**src/rtl/alu_bcd_seq.sv**
```systemverilog
// alu_bcd_seq: multi-cycle signed add/sub/mul/div with sign-magnitude
// result and an iterative double-dabble BCD converter for the displays.
module alu_bcd_seq #(
  parameter int WIDTH  = 8,
  parameter int DIGITS = 5
) (
  input  logic                clk,
  input  logic                ar,
  input  logic                start,
  input  logic [1:0]          select,
  input  logic [WIDTH-1:0]    a,
  input  logic [WIDTH-1:0]    b,
  output logic                busy,
  output logic                done,
  output logic [WIDTH-1:0]    a_mag,
  output logic [WIDTH-1:0]    b_mag,
  output logic                a_neg,
  output logic                b_neg,
  output logic [2*WIDTH-1:0]  result_mag,
  output logic                result_neg,
  output logic                div_zero,
  output logic [4*DIGITS-1:0] bcd
);
  localparam int RW = 2*WIDTH;
  localparam int BW = 4*DIGITS;
  localparam int CW = $clog2(RW);
  localparam logic [CW-1:0] EXEC_END = CW'(WIDTH-1);
  localparam logic [CW-1:0] CONV_END = CW'(RW-1);

  typedef enum logic [2:0] {
    IDLE, LOAD, EXEC, CONV, DONE
  } state_t;

  state_t state, state_nx;

  logic [WIDTH-1:0] a_l, b_l;
  logic [1:0]       op_l;
  logic [CW-1:0]    cnt;
  logic [RW-1:0]    acc, mcand;
  logic [WIDTH-1:0] mplier;
  logic [WIDTH-1:0] rem, quo;
  logic [RW-1:0]    res_w, bin_sr;
  logic [BW-1:0]    bcd_sr;
  logic             wneg, wdz;

  logic [WIDTH-1:0] a_abs, b_abs;
  logic [WIDTH:0]   sa, sb, sum, sum_abs;
  logic [RW-1:0]    acc_nx;
  logic [WIDTH:0]   sh, diff;
  logic             ge;
  logic [WIDTH-1:0] rem_nx, quo_nx;
  logic [RW-1:0]    res_nx;
  logic             neg_nx, dz_nx;
  logic [BW-1:0]    adj, bcd_nx;
  logic             exec_last, conv_last;

  assign a_abs = a_l[WIDTH-1] ? '0 - a_l : a_l;
  assign b_abs = b_l[WIDTH-1] ? '0 - b_l : b_l;

  assign sa      = {a_l[WIDTH-1], a_l};
  assign sb      = {b_l[WIDTH-1], b_l};
  assign sum     = op_l[0] ? sa - sb : sa + sb;
  assign sum_abs = sum[WIDTH] ? '0 - sum : sum;

  assign acc_nx = acc + (mplier[0] ? mcand : '0);

  // restoring step: the trial difference's msb doubles as the borrow
  assign sh     = {rem, quo[WIDTH-1]};
  assign diff   = sh - {1'b0, b_mag};
  assign ge     = ~diff[WIDTH];
  assign rem_nx = ge ? diff[WIDTH-1:0] : sh[WIDTH-1:0];
  assign quo_nx = {quo[WIDTH-2:0], ge};

  assign exec_last = (state == EXEC) &&
                     (!op_l[1] || cnt == EXEC_END);
  assign conv_last = (state == CONV) && (cnt == CONV_END);

  always_comb begin
    res_nx = '0;
    neg_nx = 1'b0;
    dz_nx  = 1'b0;
    unique case (1'b1)
      !op_l[1]: begin
        res_nx = RW'(sum_abs);
        neg_nx = sum[WIDTH];
      end
      op_l == 2'b10: begin
        res_nx = acc_nx;
        neg_nx = a_neg ^ b_neg;
      end
      default: begin
        dz_nx  = (b_mag == '0);
        res_nx = dz_nx ? '0 : RW'(quo_nx);
        neg_nx = a_neg ^ b_neg;
      end
    endcase
    if (res_nx == '0) neg_nx = 1'b0;
  end

  always_comb begin
    adj = bcd_sr;
    for (int i = 0; i < DIGITS; i++) begin
      if (bcd_sr[4*i +: 4] > 4'd4)
        adj[4*i +: 4] = bcd_sr[4*i +: 4] + 4'd3;
    end
    bcd_nx = (adj << 1) | BW'(bin_sr[RW-1]);
  end

  always_comb begin
    state_nx = state;
    busy     = 1'b1;
    done     = 1'b0;
    case (state)
      IDLE: begin
        busy = 1'b0;
        if (start) state_nx = LOAD;
      end
      LOAD: state_nx = EXEC;
      EXEC: if (exec_last) state_nx = CONV;
      CONV: if (conv_last) state_nx = DONE;
      DONE: begin
        done     = 1'b1;
        state_nx = IDLE;
      end
      default: begin
        busy     = 1'b0;
        state_nx = IDLE;
      end
    endcase
  end

  always_ff @(posedge clk or negedge ar) begin
    if (!ar) state <= IDLE;
    else     state <= state_nx;
  end

  always_ff @(posedge clk or negedge ar) begin
    if (!ar) begin
      a_l        <= '0;
      b_l        <= '0;
      op_l       <= '0;
      cnt        <= '0;
      acc        <= '0;
      mcand      <= '0;
      mplier     <= '0;
      rem        <= '0;
      quo        <= '0;
      res_w      <= '0;
      bin_sr     <= '0;
      bcd_sr     <= '0;
      wneg       <= 1'b0;
      wdz        <= 1'b0;
      a_mag      <= '0;
      b_mag      <= '0;
      a_neg      <= 1'b0;
      b_neg      <= 1'b0;
      result_mag <= '0;
      result_neg <= 1'b0;
      div_zero   <= 1'b0;
      bcd        <= '0;
    end else begin
      case (state)
        IDLE: begin
          if (start) begin
            a_l  <= a;
            b_l  <= b;
            op_l <= select;
          end
        end
        LOAD: begin
          a_mag  <= a_abs;
          b_mag  <= b_abs;
          a_neg  <= a_l[WIDTH-1];
          b_neg  <= b_l[WIDTH-1];
          acc    <= '0;
          mcand  <= RW'(a_abs);
          mplier <= b_abs;
          rem    <= '0;
          quo    <= a_abs;
          cnt    <= '0;
        end
        EXEC: begin
          acc    <= acc_nx;
          mcand  <= mcand << 1;
          mplier <= mplier >> 1;
          rem    <= rem_nx;
          quo    <= quo_nx;
          cnt    <= cnt + CW'(1);
          if (exec_last) begin
            res_w  <= res_nx;
            bin_sr <= res_nx;
            bcd_sr <= '0;
            wneg   <= neg_nx;
            wdz    <= dz_nx;
            cnt    <= '0;
          end
        end
        CONV: begin
          bin_sr <= bin_sr << 1;
          bcd_sr <= bcd_nx;
          cnt    <= cnt + CW'(1);
          if (conv_last) begin
            result_mag <= res_w;
            result_neg <= wneg;
            div_zero   <= wdz;
            bcd        <= bcd_nx;
          end
        end
        default: ;
      endcase
    end
  end

endmodule

```
**config.mk**
```make
export PLATFORM = sky130hd
export DESIGN_NAME = alu_bcd_seq
export DESIGN_NICKNAME = d
export VERILOG_FILES = /design/src/rtl/alu_bcd_seq.sv
export SDC_FILE = /design/constraint.sdc
export NUM_CORES = 1
export LEC_CHECK = 0
export ABC_AREA = 1
export BUFFER_PORTS_ARGS = -buffer_cell sky130_fd_sc_hd__buf_2
export CAP_MARGIN = 20
export CORE_MARGIN = 2
export CORE_UTILIZATION = 35
export CTS_CLUSTER_DIAMETER = 30
export DETAILED_ROUTE_END_ITERATION = 8
export SLEW_MARGIN = 10
export SYNTH_ARGS = -nofsm -noshare
export SYNTH_HDL_FRONTEND = slang
export SYNTH_SLANG_ARGS = --single-unit
```
**constraint.sdc**
```tcl
create_clock -name clk -period 3 [get_ports clk]
set_input_delay 0.6 -clock clk [delete_from_list [all_inputs] [get_ports clk]]
set_output_delay 0.6 -clock clk [all_outputs]
set_load 0.05 [all_outputs]
```
==> results of run 1 <==
-- flip-flops by register name (all words and copies together) (netlist names), 2 cells and up --
| register | flops |
|---|---|
| state | 3 |
| cnt | 4 |
| a_l | 8 |
| op_l | 2 |
| b_l | 8 |
| bin_sr | 16 |
| mplier | 8 |
| result_mag | 16 |
| acc | 16 |
| res_w | 16 |
| b_mag | 8 |
| rem | 8 |
| quo | 8 |
| mcand | 16 |
| bcd_sr | 20 |
| bcd | 20 |
| a_mag | 8 |
-- area by class of cell --
type	instances	area [sq um]
clock buffer	19	453
clock inverter	12	119
fill	2920	16600
inverter	184	691
multi-input combinational	802	4640
sequential	191	4780
tap	384	480
timing repair buffer	128	818
-- per-layer routing --
metal	global-route usage	wire [um]
met1	0.230	12100
met2	0.280	11600
met3	0.0287	836
met4	0.0480	412
met5	0	0
-- Yosys cell counts, drive strengths merged, types with 9 or more instances --
cell	n	area, sq um
nand2	277	1060
dfrtp	191	4780
inv	181	679
o21ai	116	584
nor2	83	332
nand3	62	335
a21oi	52	264
ha	41	513
clkbuf	33	144
o22ai	21	131
o221ai	18	158
xor2	18	165
a22oi	16	120
nand4	13	81.3
nor3	11	55.1
a32o	10	100
o211ai	9	67.6
xnor2	9	78.8
-- what timing repair did --
| action | in CTS | in global routing |
|---|---|---|
| setup buffers | 3 | 4 |
| setup endpoints to repair | 10 | 17 |
| resized for setup | 23 | 43 |
| pin swaps | 13 | 18 |
| hold endpoints to repair | 0 | 0 |
| gates cloned | 1 | 0 |
-- report_power, final --
part           total (W)  switching, W  internal (W)
Combinational    0.00833       0.00522       0.00311
Sequential       0.00394      0.000549       0.00339
Clock            0.00223       0.00109       0.00114
Total             0.0145       0.00686       0.00763
-- per-stage QoR --
stage          cell area [sq um]   util  setup slack, ps  setup TNS (ps)
2_1_floorplan              10100      -             54.5               0
3_3_place_gp               11200  0.391            -50.7           -50.7
3_5_place_dp               11200  0.391             -112            -207
4_1_cts                    11800  0.415             1.96               0
5_1_grt                    12000  0.420             -335           -1530
6_report                   12000  0.420            -43.6           -43.6
-- kinds of logic (layout without fill, tap and decap cells) --
logic type      after synthesis  in the layout
simple gates                458            459
mux                           5              5
buf+inv                     224            343
compound gates              267            267
fa+ha+maj                    44             44
xor+xnor                     27             27
flops                       191            191
-- worst max-delay path, stage by stage (launching register included) --
cell	delay, ps
dfrtp_1	390
nor3_2	190
inv_1	90
nor2_2	120
nand2_2	80
nor3_2	110
ha_1	240
nand2_1	80
nand2_2	70
ha_4	290
nand2_2	60
o21a_1	200
nand2_2	120
inv_2	70
nand3_4	120
nand2_4	100
nand3_2	70
nand2_2	60
nor2_1	80
nand3_1	90
nor2_1	120
nand3_1	70
nand2_1	70
nand2_1	40
-- worst paths after layout --
kind	start	to	depth (start not counted)
min	ar	acc[6]	1
min in group clk	b[3]	b_l[3]	2
min reg2reg	bcd[11]	bcd[11]	2
max reg2reg	b_l[0]	wneg	23
max in group asynchronous	ar	mplier[2]	2
max	b_l[0]	wneg	23
==> flow_summary_export.csv, run 1 <==
group,metric,value,unit
outcome,outcome,"finished, violations left",
outcome,violations_in_the_final_reports,"setup timing",
synthesis,mappedNetlistArea,10100,sq um
synthesis,async_flop_share,1.00,
timing,final_min_period_over_clock_period,1.01,
pwr,peakVddDrop,0.000824,V
hold_path,worst_hold_path_type,"input port to asynchronous set/reset pin",
synthesis,yosys-mux-area-fraction,0.00545,
drt,routed_wirelength,25.0,mm
place,finalWeightedCongestion,0.829,
timing,slew_violations,0,
synthesis,netlist-cell-type-count,50,
timing,final_critical_path_setup_slack,-43.6,ps
drt,routed_wire_length_per_instance,14.5,um
synthesis,synth-edff-count,0,
synthesis,post_synth_xor_area_fraction,0.0242,
critical_path,critical_path_peak_fanout,7,
critical_path,worst_setup_path_end_kind,"register",
timing,slew_headroom,0.448,
flow_run,cap_viol_max_count,0,
timing,grt_setup_unrepaired,"yes",
cells_and_area,antenna_cells_inserted,0,
synthesis,synth_compound_area_frac,0.161,
pwr,static-leakage-power,6.09,nW
synthesis,ys_ff_latch,191,
global_routing,initial_antenna_violation_count,0,
timing,period_needed,3040,ps
place,place_inst,1682,
global_routing,grt_max_degree,69,
place,dp_hpwl,18.3,mm
drt,drt-initial-drc-count,486,
clock_network,hold_fix_buffers_at_cts,0,
clock_network,numClockSinks,191,
clock_network,cts_buffers,17,
global_routing,grt.overflow.total,0,
clock_network,tritoncts_clock_tree,"built",
synthesis,seq_area_frac_synth,0.473,
pwr,power-per-cell-area,1210,nW/um^2
place,port-buffer-count,78,
synthesis,synth_simple_gate_area_share,0.193,
critical_path,worstSetupStartpointType,"register",
global_routing,grt_pass1_vias,8309,
clock_network,clkSlewWorstSetupHoldPaths,70,ps
floorplanning,number_of_placement_rows,62,
drt,routed-via-count,8392,
timing,max_freq,329,MHz
cells_and_area,nets,1389,
synthesis,synth_nets,1281,
critical_path,timing.setup.critical_path_class,"register to register",
clock_network,cts_max_level,4,
cells_and_area,layout.cells.non_filler,1720,
global_routing,first_pass_grt_wire_length,41.6,mm
pwr,power.total,0.0145,W
timing,setup_violations,1,
cells_and_area,area_growth,18.7,%
clock_network,cts.path.max_buffers,2,
global_routing,grt_use_total,0.170,
floorplanning,floorplan.die.width,174,um
floorplanning,die_height,174,um
critical_path,worst-r2r-setup-slack,-40,ps
floorplanning,initial_core_util,0.354,
cells_and_area,final_layout_size_suffix_gt1_frac,0.180,
synthesis,synthesis.instances,1216,
synthesis,yosys.area_share.adder,0.0567,
clock_network,cts_root_buffer,"clkbuf_16",
drt,drt-vias-per-instance,4.88,
timing,finalHoldViolCount,0,
critical_path,crit_arrival,3370,ps
synthesis,dominantRegCellSynth,"dfrtp_1",
floorplanning,dieArea,30200,sq um
synthesis,average_cell_area_after_synthesis,8.30,sq um
floorplanning,core_area,28500,sq um
timing,clock_skew,14.7,ps
critical_path,crit_required,3330,ps
cells_and_area,layout_common_cells,"nand2_1 (250), dfrtp_1 (191), inv_1 (170)",
clock_network,clkLatencyLatePin,440,ps
cells_and_area,layout_commonest_cell,"nand2_1",
synthesis,synth_top_family_by_area,"simple AND/OR/NAND/NOR gates",
drt,drt-pass1-iter-count,5,
synthesis,synth.yosys.warnings,0,
drt,detailed_route_drc_error_count,0,
drt,final_antenna_net_count,0,
timing,worst-slew-pin-transition,825,ps
floorplanning,ioPinCount,79,
timing,hold_ws,158,ps
Power figures use the tool's default switching activity.
==> run 2, diff against run 1 <==
--- a/config.mk
+++ b/config.mk
@@ -12,6 +12,7 @@
 export CORE_UTILIZATION = 35
 export CTS_CLUSTER_DIAMETER = 30
 export DETAILED_ROUTE_END_ITERATION = 8
+export SETUP_SLACK_MARGIN = 0.5
 export SLEW_MARGIN = 10
 export SYNTH_ARGS = -nofsm -noshare
 export SYNTH_HDL_FRONTEND = slang
==> flow_summary_export.csv, run 2 (synthesized netlist as in run 1, its figures left out) <==
group,metric,value,unit
outcome,outcome,"finished, violations left",
outcome,violations_in_the_final_reports,"setup timing",
critical_path,critical_path_peak_fanout,6,
floorplanning,dieArea,30200,sq um
cells_and_area,area_growth,21.5,%
global_routing,grt_pass1_vias,8220,
timing,worst-slew-pin-transition,850,ps
pwr,peakVddDrop,0.000578,V
cells_and_area,sequential_cell_area,4780,sq um
timing,slew_violations,0,
floorplanning,floorplan.die.width,174,um
floorplanning,die_height,174,um
pwr,sequential_share_of_power,0.268,
clock_network,tritoncts_clock_tree,"built",
pwr,power_frac_comb,0.577,
floorplanning,ioPinCount,79,
clock_network,cts_buffers,17,
pwr,clkPwrFrac,0.155,
place,finalWeightedCongestion,0.867,
drt,routed_wirelength,25.2,mm
cells_and_area,layout.cells.non_filler,1732,
drt,drt-pass1-iter-count,5,
floorplanning,initial_core_util,0.354,
global_routing,grt.overflow.total,0,
critical_path,timing.setup.critical_path_class,"register to register",
critical_path,worst_setup_path_end_kind,"register",
drt,routed_wire_length_per_instance,14.6,um
timing,slew_headroom,0.432,
cells_and_area,antenna_cells_inserted,0,
clock_network,cts_max_level,4,
timing,final_critical_path_setup_slack,-27.1,ps
cells_and_area,multi_input_area,4770,sq um
global_routing,grt_use_total,0.169,
place,port-buffer-count,78,
drt,drt-initial-drc-count,537,
timing,finalHoldViolCount,0,
drt,final_antenna_net_count,0,
pwr,switching_share,0.471,
timing,final_min_period_over_clock_period,1.01,
drt,drt-vias-per-instance,4.92,
floorplanning,core_area,28500,sq um
cells_and_area,layout_commonest_cell,"nand2_1",
timing,period_needed,3030,ps
cells_and_area,final_core_util,0.430,
place,dp_hpwl,18.1,mm
flow_run,cap_viol_max_count,0,
global_routing,initial_antenna_violation_count,1,
cells_and_area,fillCellCount,2847,
cells_and_area,largestRegisters,"bcd: 20 flops, bcd_sr: 20 flops",
pwr,power-per-cell-area,1220,nW/um^2
timing,setup_violations,1,
timing,clock_skew,11.6,ps
timing,max_freq,330,MHz
hold_path,worst_hold_path_type,"input port to asynchronous set/reset pin",
critical_path,worstSetupStartpointType,"register",
cells_and_area,final_layout_size_suffix_gt1_frac,0.203,
cells_and_area,nets,1400,
clock_network,clkSlewWorstSetupHoldPaths,80,ps
pwr,static-leakage-power,6.17,nW
timing,grt_setup_unrepaired,"yes",
pwr,power.total,0.0149,W
critical_path,reg2regPathDepth,25,
global_routing,grt_max_degree,72,
clock_network,clkLatencyLatePin,440,ps
critical_path,crit_required,3320,ps
clock_network,cts_root_buffer,"clkbuf_16",
pwr,power.switching,0.00703,W
floorplanning,number_of_placement_rows,62,
clock_network,cts.path.max_buffers,2,
timing,hold_ws,162,ps
clock_network,numClockSinks,191,
drt,detailed_route_drc_error_count,0,
pwr,power_report.internal_total,0.00788,W
critical_path,crit_arrival,3350,ps
global_routing,first_pass_grt_wire_length,41.7,mm
timing,final_total_negative_setup_slack,-27.1,ps
cells_and_area,layout_common_cells,"nand2_1 (253), dfrtp_1 (189), inv_1 (166)",
drt,routed-via-count,8516,
place,place_inst,1676,
-- run 2: changes by cell type in the layout (fill, tap and decap cells not counted), sizes merged --
cell / change
buf: +12
nand2: -1
clkbuf: -2
clkinv: +3
-- run 2: through the flow --
step	setup slack, ps	instance area [sq um]
finish	-27.1	12300
global route	-244	12300
CTS	-29.9	11800
detailed placement	-37.2	11100
global placement	-15.2	11100
floorplan	182	10100
-- run 2: per-layer routing --
metal	up-vias	share of wire	GRT usage
li1	4260	-	-
met1	4026	0.48	0.236
met2	206	0.46	0.270
met3	22	0.041	0.0307
met4	2	0.014	0.0438
met5	-	0.00052	0
-- run 2: timing repair --
action                     4_1_cts  5_1_grt
pin swaps                       12       24
setup endpoints to repair       27       32
setup buffers                    6       18
resized for setup               19       72
hold buffers                     0        0
-- run 2: layout make-up --
cell class | count | area share
Clock inverter | 15 | 0.0151
Tap cell | 384 | 0.0392
Inverter | 184 | 0.0571
Sequential cell | 191 | 0.390
Multi-Input combinational cell | 801 | 0.389
Clock buffer | 17 | 0.0347
Timing Repair Buffer | 140 | 0.0757
-- run 2: critical path, stage by stage (launching register included) --
cell	delay, ps
dfrtp_1	390
nor3_2	170
inv_1	80
nor2_2	120
nand2_2	80
nor3_2	110
ha_1	250
nand2_1	80
nand2_2	60
ha_4	230
a21oi_2	120
o21a_1	140
nand2_2	100
inv_2	90
nand3_4	100
nand2_4	110
buf_4	120
nand2_2	50
nand3_2	70
nand2_2	60
inv_1	50
nand2_1	50
nor2_2	100
nand3_1	70
nand2_1	60
nand2_1	40
-- run 2: final timing paths --
| check | from | end | slack, ps |
|---|---|---|---|
| min in group clk | b[3] | b_l[3] | 390 |
| max in group asynchronous | ar | a_l[4] | 2110 |
| min reg2reg | bcd[15] | bcd[15] | 480 |
| max reg2reg | b_l[2] | wneg | -30 |
| min | ar | cnt[2] | 160 |
| max | b_l[2] | wneg | -30 |
-- run 2: power by group through the flow --
stage | registers [W] | logic, W | clock network (W)
finish | 0.00399 | 0.00862 | 0.00231
global placement | 0.00399 | 0.00749 | 0
global route | 0.00410 | 0.00965 | 0.00247
CTS | 0.00395 | 0.00791 | 0.00236
detailed placement | 0.00399 | 0.00759 | 0
floorplan | 0.00419 | 0.00527 | 0
